**config.mk**
```make
export PLATFORM = sky130hd
export DESIGN_NAME = acc_wbuf_pingpong
export DESIGN_NICKNAME = d
export VERILOG_FILES = /design/src/rtl/acc_wbuf_pkg.sv /design/src/rtl/acc_wbuf_bank.sv /design/src/rtl/acc_wbuf_pingpong.sv
export SDC_FILE = /design/constraint.sdc
export NUM_CORES = 1
export LEC_CHECK = 0
export ABC_AREA = 1
export ABC_CLOCK_PERIOD_IN_PS = 5200
export CORE_MARGIN = 2
export CORE_UTILIZATION = 30
export DETAILED_ROUTE_END_ITERATION = 10
export MAX_ROUTING_LAYER = met4
export SLEW_MARGIN = 30
export SYNTH_ARGS = -nofsm -noshare
export SYNTH_HDL_FRONTEND = slang
export SYNTH_SLANG_ARGS = --single-unit
export TNS_END_PERCENT = 50
```
**constraint.sdc**
```tcl
create_clock -name CLK -period 5.2 [get_ports CLK]
set_input_delay 1.04 -clock CLK [delete_from_list [all_inputs] [get_ports CLK]]
set_output_delay 1.04 -clock CLK [all_outputs]
set_load 0.02 [all_outputs]
```
**src/rtl/acc_wbuf_pkg.sv**
```systemverilog
// Shared types and width helpers for the ping-pong accumulate write-back buffer.
package acc_wbuf_pkg;

  typedef enum logic [1:0] {
    S_IDLE  = 2'd0,
    S_ARM   = 2'd1,
    S_STORE = 2'd2
  } drain_state_t;

  // Row-count width: must hold the value DEPTH itself.
  function automatic int rt_w(input int depth);
    return $clog2(depth + 1);
  endfunction

  function automatic int idx_w(input int depth);
    return (depth > 1) ? $clog2(depth) : 1;
  endfunction

endpackage

```
**src/rtl/acc_wbuf_bank.sv**
```systemverilog
// One bank of row storage: single write port, asynchronous read port, sync clear.
module acc_wbuf_bank
  import acc_wbuf_pkg::*;
#(
  parameter  int WIDTH = 68,
  parameter  int DEPTH = 4,
  localparam int IDX_W = idx_w(DEPTH)
) (
  input  logic             i_clk,
  input  logic             i_rst_n,
  input  logic             i_clr,
  input  logic             i_we,
  input  logic [IDX_W-1:0] i_waddr,
  input  logic [WIDTH-1:0] i_wdata,
  input  logic [IDX_W-1:0] i_raddr,
  output logic [WIDTH-1:0] o_rdata
);

  logic [WIDTH-1:0] r_mem [DEPTH];

  always_ff @(posedge i_clk or negedge i_rst_n) begin
    if (!i_rst_n) begin
      for (int i = 0; i < DEPTH; i++) r_mem[i] <= '0;
    end else if (i_clr) begin
      for (int i = 0; i < DEPTH; i++) r_mem[i] <= '0;
    end else if (i_we) begin
      r_mem[i_waddr] <= i_wdata;
    end
  end

  assign o_rdata = r_mem[i_raddr];

endmodule

```
**src/rtl/acc_wbuf_pingpong.sv**
```systemverilog
// Ping-pong write-back buffer: fills one bank from the output stage while the
// other drains to output memory under WB_READY back-pressure.
module acc_wbuf_pingpong
  import acc_wbuf_pkg::*;
#(
  parameter  int DATA_W = 64,
  parameter  int ADDR_W = 4,
  parameter  int DEPTH  = 4,
  localparam int RT_W   = rt_w(DEPTH),
  localparam int IDX_W  = idx_w(DEPTH)
) (
  input  logic              CLK,
  input  logic              RSTN,
  input  logic              CLR_DP,
  input  logic              ACC_ctrl,
  input  logic [RT_W-1:0]   ROW_TOTAL,
  input  logic [ADDR_W-1:0] ODST_om,
  input  logic              OMWrite_om,
  input  logic [DATA_W-1:0] DACC,
  input  logic              WB_READY,
  output logic              LOAD_DONE,
  output logic              STORE_DONE,
  output logic [ADDR_W-1:0] ODST_wb,
  output logic              EN_wb,
  output logic [DATA_W-1:0] WData_wb,
  output logic              OVF,
  output logic              BUSY
);

  localparam int              ROW_W    = ADDR_W + DATA_W;
  localparam logic [RT_W-1:0] DEPTH_RT = RT_W'(DEPTH);
  localparam logic [RT_W-1:0] ONE_RT   = RT_W'(1);

  drain_state_t    r_state, w_state_n;
  logic            r_wr_bank, r_rd_bank, r_active;
  logic [1:0]      r_full, w_full_n;
  logic [RT_W-1:0] r_rt_q, r_wcnt, r_rcnt, w_wcnt_n;
  logic [ROW_W-1:0] w_rdata [2];
  logic [ROW_W-1:0] w_rd_row;
  logic [1:0]      w_we;
  logic            w_store_acc, w_release, w_writable, w_accept, w_drop, w_fill_last;

  assign w_store_acc = (r_state == S_STORE) && WB_READY;
  assign w_release   = w_store_acc && (r_rcnt == r_rt_q - ONE_RT);
  // A bank whose last row is leaving this cycle may take a new row in the same cycle.
  assign w_writable  = !r_full[r_wr_bank] || (w_release && (r_rd_bank == r_wr_bank));
  assign w_accept    = OMWrite_om && r_active && w_writable;
  assign w_drop      = OMWrite_om && r_active && !w_writable;
  assign w_fill_last = w_accept && (r_wcnt == r_rt_q - ONE_RT);
  assign w_we[0]     = w_accept && !r_wr_bank;
  assign w_we[1]     = w_accept && r_wr_bank;
  assign w_rd_row    = w_rdata[r_rd_bank];

  acc_wbuf_bank #(.WIDTH(ROW_W), .DEPTH(DEPTH)) u_bank0 (
    .i_clk   (CLK),
    .i_rst_n (RSTN),
    .i_clr   (CLR_DP),
    .i_we    (w_we[0]),
    .i_waddr (r_wcnt[IDX_W-1:0]),
    .i_wdata ({ODST_om, DACC}),
    .i_raddr (r_rcnt[IDX_W-1:0]),
    .o_rdata (w_rdata[0])
  );

  acc_wbuf_bank #(.WIDTH(ROW_W), .DEPTH(DEPTH)) u_bank1 (
    .i_clk   (CLK),
    .i_rst_n (RSTN),
    .i_clr   (CLR_DP),
    .i_we    (w_we[1]),
    .i_waddr (r_wcnt[IDX_W-1:0]),
    .i_wdata ({ODST_om, DACC}),
    .i_raddr (r_rcnt[IDX_W-1:0]),
    .o_rdata (w_rdata[1])
  );

  always_comb begin
    w_full_n = r_full;
    if (w_release)   w_full_n[r_rd_bank] = 1'b0;
    if (w_fill_last) w_full_n[r_wr_bank] = 1'b1;
  end

  always_comb begin
    w_wcnt_n = r_wcnt;
    if (w_fill_last)   w_wcnt_n = '0;
    else if (w_accept) w_wcnt_n = r_wcnt + ONE_RT;
  end

  always_comb begin
    w_state_n = r_state;
    unique case (r_state)
      S_IDLE:  if (r_full[r_rd_bank]) w_state_n = S_ARM;
      S_ARM:   w_state_n = S_STORE;
      S_STORE: if (w_release) w_state_n = S_IDLE;
      default: w_state_n = S_IDLE;
    endcase
  end

  always_ff @(posedge CLK or negedge RSTN) begin
    if (!RSTN) begin
      r_state    <= S_IDLE;
      r_wr_bank  <= 1'b0;
      r_rd_bank  <= 1'b0;
      r_active   <= 1'b0;
      r_full     <= '0;
      r_rt_q     <= DEPTH_RT;
      r_wcnt     <= '0;
      r_rcnt     <= '0;
      LOAD_DONE  <= 1'b0;
      STORE_DONE <= 1'b0;
      OVF        <= 1'b0;
      EN_wb      <= 1'b0;
      ODST_wb    <= '0;
      WData_wb   <= '0;
    end else if (CLR_DP) begin
      r_state    <= S_IDLE;
      r_wr_bank  <= 1'b0;
      r_rd_bank  <= 1'b0;
      r_active   <= 1'b0;
      r_full     <= '0;
      r_rt_q     <= DEPTH_RT;
      r_wcnt     <= '0;
      r_rcnt     <= '0;
      LOAD_DONE  <= 1'b0;
      STORE_DONE <= 1'b0;
      OVF        <= 1'b0;
      EN_wb      <= 1'b0;
      ODST_wb    <= '0;
      WData_wb   <= '0;
    end else begin
      r_state    <= w_state_n;
      r_full     <= w_full_n;
      r_wcnt     <= w_wcnt_n;
      LOAD_DONE  <= w_fill_last;
      STORE_DONE <= w_release;
      OVF        <= w_drop;
      EN_wb      <= w_store_acc;
      if (w_fill_last) r_wr_bank <= ~r_wr_bank;
      if (w_release)   r_rd_bank <= ~r_rd_bank;
      if (ACC_ctrl)
        r_rt_q <= ((ROW_TOTAL == '0) || (ROW_TOTAL > DEPTH_RT)) ? DEPTH_RT : ROW_TOTAL;
      // Tile start wins over the end-of-tile release.
      if (ACC_ctrl)
        r_active <= 1'b1;
      else if (w_release && (w_wcnt_n == '0) && !w_full_n[~r_rd_bank])
        r_active <= 1'b0;
      if (r_state == S_ARM)
        r_rcnt <= '0;
      else if (w_store_acc)
        r_rcnt <= r_rcnt + ONE_RT;
      if (w_store_acc) begin
        ODST_wb  <= w_rd_row[ROW_W-1:DATA_W];
        WData_wb <= w_rd_row[DATA_W-1:0];
      end
    end
  end

  assign BUSY = r_active || (|r_full) || (r_state != S_IDLE);

endmodule

```
==> out/results.txt, run 1 <==
The run finished with clean final reports. The clock passes through at most 3 buffers. Counting stages on the worst path, the most repeated cell is sky130_fd_sc_hd__nand2_1.

Ranked by instance count, the synthesized netlist is headed by sky130_fd_sc_hd__nand2_1, sky130_fd_sc_hd__dfrtp_1, sky130_fd_sc_hd__o21ai_0. Global routing finished with a remaining overflow of 0. The detailed-route wire length came out at 97400 um. The logs give 30.2% for the starting density of the core and 0 for the count of buffers added by post-CTS timing repair for setup.

Once placement completed, the tool counted placed cells totaling 5141. The first global-routing pass estimated 152000 um of wire. Relative to the synthesized area, the layout overhead comes to 16.2%.

The distinct cell type count of the synthesized netlist was 33; the delay of the slowest cell on the worst path was 0.98 ns. The slowest stage of the critical path is the sky130_fd_sc_hd__dfrtp_4 cell. The detailed router finished its first iteration with 2588 violations. After clock tree synthesis, the clock-pin slew on the worst setup and hold paths is 0.06 ns. Timing analysis after detailed placement gives a worst setup slack of 1.16 ns. The maximum fanout along the worst path was 84. VDD sags by at most 0.000194 V. In the routed design, unresolved DRC markers number 0. Once detail routing completed, the nets flagged for antenna violations numbered 0.

Detailed placement ended at an HPWL of 52700 um. The post-route fraction of the period consumed by the critical path was 69.6%. 150 I/O pins were placed.

After layout, the minimum clock period comes to 3.62 ns. Clock skew on the completed layout was measured at 0.0153 ns. In this run the standard cell core region covers 0.0997 mm^2. For this design the ratio of total power to cell area is 309 mW/mm^2.

The tools report the utilization after layout as 35.1%. The die is 321 um tall. sky130_fd_sc_hd__nand2_1 is the most common cell in the netlist. The pre-antenna-repair detailed-routing pass consisted of 6 iterations. The class of the most critical setup path is register to register. The congestion estimate from routability-driven global placement came to 0.785.

The area share of the leading cell type in the synthesized netlist is 52.5%. The worst setup path is captured at a register. Based on the critical path, the design can be clocked at up to 0.276 GHz. Walking the worst path, the cells encountered are nand2_1 > inv_1 > nor2_1 > nand2_1 > nor2_2 > nand3_2 > nand2_2 > nand2_4 > nor2_4 > inv_2 > o21ai_1 > inv_2 > buf_4 > nand2_1 > nand2_1. Max-cap violations in this run came to 0. Setup violations remaining at the end of the flow were counted as 0.

The number of nets in the layout was 4004. The global routing usage summed across all routing layers is 19.4%, and the number of enable-type register cells in the synthesized netlist is 0. Summing over every cut layer, the via total after detailed routing is 26150. The post-synthesis instance total is 3916, and the die outline width is 321 um.

Once placement finished, the instance area stood at 0.0326 mm^2. The tools report the filler-free cell count of the finished design as 5269. Using the TritonRoute via totals, the vias-per-cell ratio works out to 4.96. Grouping stages by cell kind, the critical path spends the most delay in buffers and inverters. For the die area, the log shows 0.103 mm^2. For this run, the leading register cell type out of synthesis is sky130_fd_sc_hd__dfrtp_1. The number of antenna diodes in the final layout is 0. The overall power of the completed layout is 10.8 mW, and the clock net sink count is 632. Sorting the synthesized cells by area gives the leading types as sky130_fd_sc_hd__dfrtp_1, sky130_fd_sc_hd__nand2_1, sky130_fd_sc_hd__o21ai_0. The tools report the initial antenna violation count as 0. TritonCTS built the clock tree.

For the pin with the worst max-slew slack, the measured transition is 1.00 ns. For this run, asynchronously set or reset flops after synthesis account for 100%. The post-synthesis average cell area is 7.69 um^2. Cell accounting for the most synthesized area: sky130_fd_sc_hd__dfrtp_1.

The Yosys step of the flow raised 0 warnings. Across the whole layout, storage elements account for 0.0158 mm^2. Across all setup checks in the final design, the least slack found is 1.58 ns.

The final-layout worst hold slack was 0.289 ns. Data on the critical path is required at its endpoint by 5.74 ns. The worst hold path belongs to the class input pin to asynchronous set/reset pin. For the number of global-route vias before repair, the log shows 25557.

Entering global routing, the biggest net connects 202 pins. The share of final-layout standard cells stronger than drive strength 1 was 4.86%; the post-cts repair resize count was 0. The average routed wire per standard cell works out to 18.5 um.

Data arrives at the worst endpoint at 4.16 ns. Summed over all cells, the static leakage comes to 16.0 nW. The later pin in the worst-skew pair is clocked with a latency of 0.61 ns. The total CTS buffers is 73, and the count of final max-slew check failures is 0. The area of the mapped netlist was 0.0301 mm^2. The filler cells instantiated in the layout total 10409.

The run gives 0 ns as the summed negative setup slack over all endpoints. Input and output buffers added on the ports amount to 149. The final instance area is 0.0350 mm^2. The tools report the hold-fix buffer count after cts as 0. The worst setup path is launched from a register.

The critical path contains buffers and inverters numbering 4 combined. The tree is rooted in a sky130_fd_sc_hd__clkbuf_16. The number of nets in the synthesized netlist is 4000. Headroom to the max-slew limit came out at 33.0%. For the number of failing hold endpoints at the final stage, the log shows 0. The sequential share of the synthesized area was 52.5%; the number of flip-flops and latches in the synthesized netlist was 632. The area of the multi-input gates is 0.0114 mm^2. Setup repair after global routing left no endpoint under its margin.

The clock tree synthesis step divided the H-tree into 3 levels. For the number of placement rows, the log shows 116.
==> metal layers <==
metal	vias up	wire length (um)	global-route usage, %
met3	148	6160	2.73
met4	0	2170	4.83
met1	12746	44200	26.4
met2	836	44900	30.6
li1	12420	-	-
met5	-	0	-
==> logic make-up after synthesis <==
group                      after synthesis  share of synthesized area [%]
DFF                                    632                           52.5
xor gates and xnor gates                 4                          0.116
and+or+nand+nor                       1584                           20.6
AOI/OAI and AO/OA                      972                           16.8
buffers and inverters                  717                           9.64
adders and majority gates                7                          0.291
==> where the power goes <==
part           internal (mW)  switching [mW]  total, mW
clock                   2.99            2.10       5.09
combinational          0.164           0.548      0.713
sequential              4.97          0.0264       5.00
total                   8.13            2.68       10.8
==> flip-flops by register name, indices dropped and copies added, names as in the netlist, 2 cells and up <==
| register | count |
|---|---|
| ODST_wb | 4 |
| WData_wb | 64 |
| r_full | 2 |
| r_rcnt | 3 |
| r_rt_q | 3 |
| r_state | 2 |
| r_wcnt | 3 |
| u_bank0.r_mem | 272 |
| u_bank1.r_mem | 272 |
==> layout by cell type (no fill, tap or decap), types with 2 or more instances in the layout <==
cell	count
sky130_fd_sc_hd__nand2_1	1057
sky130_fd_sc_hd__dfrtp_1	628
sky130_fd_sc_hd__o21ai_0	618
sky130_fd_sc_hd__inv_1	430
sky130_fd_sc_hd__nor2_1	363
sky130_fd_sc_hd__a21oi_1	208
sky130_fd_sc_hd__clkdlybuf4s50_1	148
sky130_fd_sc_hd__nand3_1	147
sky130_fd_sc_hd__clkbuf_16	77
sky130_fd_sc_hd__o211ai_1	69
sky130_fd_sc_hd__o21ai_1	67
sky130_fd_sc_hd__buf_4	34
sky130_fd_sc_hd__clkbuf_1	20
sky130_fd_sc_hd__buf_12	14
sky130_fd_sc_hd__clkbuf_8	13
sky130_fd_sc_hd__clkinv_2	11
sky130_fd_sc_hd__inv_2	11
sky130_fd_sc_hd__ha_1	7
sky130_fd_sc_hd__xnor2_1	3
sky130_fd_sc_hd__nand2_2	3
sky130_fd_sc_hd__nor3_1	3
sky130_fd_sc_hd__inv_6	3
sky130_fd_sc_hd__o22ai_1	3
sky130_fd_sc_hd__dfrtp_4	3
sky130_fd_sc_hd__nor2_2	2
sky130_fd_sc_hd__nand4_1	2
sky130_fd_sc_hd__nand2_4	2
sky130_fd_sc_hd__nor2_4	2
sky130_fd_sc_hd__o21ai_4	2
sky130_fd_sc_hd__o221ai_1	2
sky130_fd_sc_hd__clkinvlp_4	2
sky130_fd_sc_hd__bufinv_16	2
sky130_fd_sc_hd__buf_16	2
sky130_fd_sc_hd__buf_6	2
==> area by class of cell <==
class | count | share of cell area (%)
Inverter | 445 | 4.80
Clock buffer | 110 | 6.24
Tap cell | 1298 | 4.64
Clock inverter | 16 | 0.419
Timing Repair Buffer | 201 | 6.03
Multi-Input combinational cell | 2567 | 32.6
Sequential cell | 632 | 45.3
==> worst paths after layout <==
path,start,end,slack (ns),cells past startpoint
max,r_rcnt[0]$_DFFE_PN0P_,u_bank0.r_mem[264]$_DFFE_PN0P_,1.58,15
min,RSTN,r_rt_q[0]$_DFFE_PN0P_,0.29,1
max reg2reg,r_rcnt[0]$_DFFE_PN0P_,u_bank0.r_mem[264]$_DFFE_PN0P_,1.58,15
min reg2reg,u_bank0.r_mem[234]$_DFFE_PN0P_,u_bank0.r_mem[234]$_DFFE_PN0P_,0.46,2
max in group asynchronous,RSTN,u_bank1.r_mem[94]$_DFFE_PN0P_,3.56,3
min in group CLK,u_bank0.r_mem[234]$_DFFE_PN0P_,u_bank0.r_mem[234]$_DFFE_PN0P_,0.46,2
No activity file was read; power rests on OpenSTA's default activity.
==> run 2: changes to the inputs <==
--- a/config.mk
+++ b/config.mk
@@ -6,7 +6,7 @@
 export NUM_CORES = 1
 export LEC_CHECK = 0
 export ABC_AREA = 1
-export ABC_CLOCK_PERIOD_IN_PS = 5200
+export ABC_CLOCK_PERIOD_IN_PS = 2910
 export CORE_MARGIN = 2
 export CORE_UTILIZATION = 30
 export DETAILED_ROUTE_END_ITERATION = 10
==> constraint.sdc (replaced) <==
create_clock -name CLK -period 2.91 [get_ports CLK]
set_input_delay 0.582 -clock CLK [delete_from_list [all_inputs] [get_ports CLK]]
set_output_delay 0.582 -clock CLK [all_outputs]
set_load 0.02 [all_outputs]
==> run 2 against run 1 <==
  * First-iteration DRC count decreased by 9.4%
  * Critical path depth down 3
  * Sequential power is 79% higher
  * Register-to-register slack worse by 1.2 ns
  * Core utilization is 0.68 points higher
  * Global-route usage barely moved
  * Via count grew 0.65%
  * Worst hold slack improved by 0.17 ns
  * Clock skew rose by 0.013 ns
  * Setup slack got worse by 1.2 ns
  * Fmax increased by 43%
==> out/results.txt, run 2 (synthesized netlist as in run 1, its figures left out) <==
For the worst-case vdd ir drop, the log shows 0.000418 V (+120%). The launch point of the worst hold path is u_bank0.r_mem[82]$_DFFE_PN0P_. The maximum fanout along the worst path was 42 (-50%); the filler cell count in the final layout was 10377 (-0.31%).

The worst hold path class was register to register. Element type at the critical path end: a register. The count of routing violations after the opening detailed-route iteration is 2346 (-9.4%). The buffers plus inverters on the worst setup path is 3 (-1), and the core area is 0.0997 mm^2 (unchanged).

The final worst setup slack is 0.384 ns (-1.20 ns), and the initial antenna violation count is 0 (unchanged). The count of pins on the block boundary came out at 150 (unchanged). The flow ran to the end, and the final reports show no timing, DRC or antenna violations. TritonCTS built the clock tree.

Met2 layer wire length in the routed design: 45300 um (+0.87%). For the max-cap check violation count, the log shows 0 (unchanged). The die area is 0.103 mm^2 (unchanged), and the sum of routed wire segments on met1 is 43600 um (-1.2%).

The run gives 3 (unchanged) as the H-tree depth. The highest achievable clock rate is 0.396 GHz (+43%), and the largest net degree at the start of global routing is 212 (+5.0%). The met3 wire length came out at 5350 um (-13%). The run gives 26320 (+0.65%) as the via count. The worst setup skew after layout was 0.0280 ns (+0.0127 ns); the path depth of the worst reg2reg path was 12 (-3). The critical path goes through inv_1 > ha_1 > xnor2_1 > nor2_2 > nand3_2 > nand2_2 > nand2_4 > nor2_4 > buf_12 > buf_4 > nand2_1 > o21ai_0. The arrival time of the worst setup path came out at 3.07 ns (-1.09 ns). The logs give 0.38 ns (-1.20 ns) for the reg-to-reg setup timing slack and 3 (unchanged) for the worst-case clock buffer depth. The largest registers in the layout are u_bank0.r_mem (272), u_bank1.r_mem (272), WData_wb (64). The number of placement rows is 116 (unchanged), and the global routing usage summed across all routing layers is 19.4% (about the same). The number of DRC violations after detailed routing came out at 0 (unchanged). For the total CTS buffers, the log shows 73 (unchanged). The cell area power density was 546 mW/mm^2 (+77%).

Leakage power: 16.3 nW (+1.8%). The worst setup path is launched from a register. The top cell types in the final layout, fill and taps aside, are sky130_fd_sc_hd__nand2_1, sky130_fd_sc_hd__dfrtp_1, sky130_fd_sc_hd__o21ai_0.

The final estimated routing congestion in global placement is 0.796 (+1.4%). The root buffer cell chosen for the clock tree is sky130_fd_sc_hd__clkbuf_16. The height of the chip was 321 um (unchanged). In this run the critical register-to-register path is launched from r_rt_q[0]$_DFFE_PN0P_. The clock input transition at the sequential cells of the worst setup and hold paths is 0.06 ns (about the same), and the first-pass GRT wire length is 153000 um (+0.46%). The required time of the critical path came out at 3.45 ns (-2.29 ns). The number of port buffers was 149 (unchanged); the post-cts repair resize count was 0 (unchanged). The slew at the pin closest to its max-slew limit is 0.999 ns (-0.00456 ns), and the residual antenna-violating net count after detailed routing is 0 (unchanged). The tools report the setup slack at placement as 0.0887 ns (-1.07 ns). Setup repair after global routing left no endpoint under its margin. The number of global-route vias before repair is 25980 (+1.7%). Grouping stages by cell kind, the critical path spends the most delay in buffers and inverters.

The tools report the starting density of the core as 30.2% (unchanged). The class of the most critical setup path was register to register. The logs give 33.4% (+0.40 points) for the relative max-transition margin and 0 ns (unchanged) for the summed negative setup slack over all endpoints. The post-route fraction of the period consumed by the critical path was 86.8% (+17 points). Leaving out fill and tap cells, the most frequent cell in the layout is sky130_fd_sc_hd__nand2_1. The average routed wire per standard cell is 18.3 um (-1.0%). The run gives 97000 um (-0.44%) as the detailed-route wire length. The routed via count divided by cell count was 4.97 (about the same); the number of nets in the layout was 4033 (+0.72%).

The end point of the most critical hold path was u_bank0.r_mem[82]$_DFFE_PN0P_. The die outline width came out at 321 um (unchanged). Among all stages on the critical path, the largest delay is contributed by sky130_fd_sc_hd__buf_4. After detailed routing, no signal wire sits above met4. Clock insertion delay at the later pin of the skew report: 0.63 ns (+0.02 ns). The share of final-layout standard cells stronger than drive strength 1 was 5.57% (+0.71 points); the number of cells traversed by the worst hold path was 2. The worst reg2reg path endpoint is u_bank0.r_mem[144]$_DFFE_PN0P_. The number of failing hold endpoints at the final stage was 0 (unchanged); the delay of the slowest cell on the worst path was 0.45 ns (-0.53 ns).

The overall power of the completed layout came out at 19.5 mW (+80%). The count of final max-slew check failures is 0 (unchanged), and the total congestion overflow is 0 (unchanged). For the HPWL after detailed placement, the log shows 54500 um (+3.4%). The antenna diode count was 0 (unchanged); the time the worst path needs with I/O delays and setup was 2.53 ns (-1.09 ns).

The critical path depth in cells is 12 (-3), and the first-pass iteration count of the detailed router is 7 (+1). Clock net sink count: 632 (unchanged). The count of endpoints failing setup in the final report is 0 (unchanged). Area growth from synthesis to layout: 18.5%.
## run 2: worst max-delay path by stage
stage	startpoint	endpoint	slack (ns)
finish	r_rt_q[0]$_DFFE_PN0P_	u_bank0.r_mem[144]$_DFFE_PN0P_	0.38
global placement	WB_READY	u_bank0.r_mem[144]$_DFFE_PN0P_	0.11
CTS	r_rt_q[0]$_DFFE_PN0P_	u_bank0.r_mem[144]$_DFFE_PN0P_	0.37
detailed placement	WB_READY	u_bank0.r_mem[144]$_DFFE_PN0P_	0.09
floorplan	r_rt_q[0]$_DFFE_PN0P_	u_bank0.r_mem[115]$_DFFE_PN0P_	0.69
global route	r_rt_q[0]$_DFFE_PN0P_	u_bank0.r_mem[144]$_DFFE_PN0P_	0.17
## run 2: report_power, final
| part | internal (mW) | leakage [nW] | switching, mW |
|---|---|---|---|
| registers | 8.89 | 8.79 | 0.0446 |
| clock network | 5.39 | 1.16 | 3.80 |
| logic | 0.359 | 6.35 | 0.994 |
## run 2: area by class of cell
cell class / count / area [um^2] / share of cell area, %
flip-flops and latches: 632 / 15800 / 44.4
well taps: 1298 / 1620 / 4.56
clock inverters: 22 / 267 / 0.747
inverters: 445 / 1680 / 4.71
clock buffers: 106 / 2100 / 5.90
repair buffers: 230 / 2750 / 7.70
multi-input cells: 2567 / 11400 / 32.0
## run 2: metrics by stage
step	instances	hold WS, ns	cell area (um^2)	utilization [%]
2_1_floorplan	3916	0.286	30100	-
5_1_grt	5300	0.483	35700	35.8
3_3_place_gp	5171	0.447	33300	33.4
6_report	5300	0.463	35700	35.8
4_1_cts	5300	0.467	35700	35.8
3_5_place_dp	5171	0.453	33300	33.4
## run 2: layer usage
| layer | global-route usage (%) | vias to the layer above |
|---|---|---|
| met4 | 5.94 | 0 |
| met5 | - | - |
| met2 | 31.0 | 790 |
| li1 | - | 12464 |
| met3 | 2.53 | 201 |
| met1 | 25.8 | 12865 |
## run 2: worst register-to-register path: stages, from the launching register on
cell                      delay [ns]
sky130_fd_sc_hd__dfrtp_1        0.40
sky130_fd_sc_hd__inv_1          0.11
sky130_fd_sc_hd__ha_1           0.36
sky130_fd_sc_hd__xnor2_1        0.15
sky130_fd_sc_hd__nor2_2         0.14
sky130_fd_sc_hd__nand3_2        0.09
sky130_fd_sc_hd__nand2_2        0.10
sky130_fd_sc_hd__nand2_4        0.10
sky130_fd_sc_hd__nor2_4         0.14
sky130_fd_sc_hd__buf_12         0.20
sky130_fd_sc_hd__buf_4          0.47
sky130_fd_sc_hd__nand2_1        0.12
sky130_fd_sc_hd__o21ai_0        0.10
## run 2: timing repair
| item | in CTS | in global routing |
|---|---|---|
| hold endpoints to repair | 23 | 0 |
| hold buffers | 1 | 0 |
| buffers inserted | 0 | 0 |
| setup endpoints to repair | 0 | 0 |
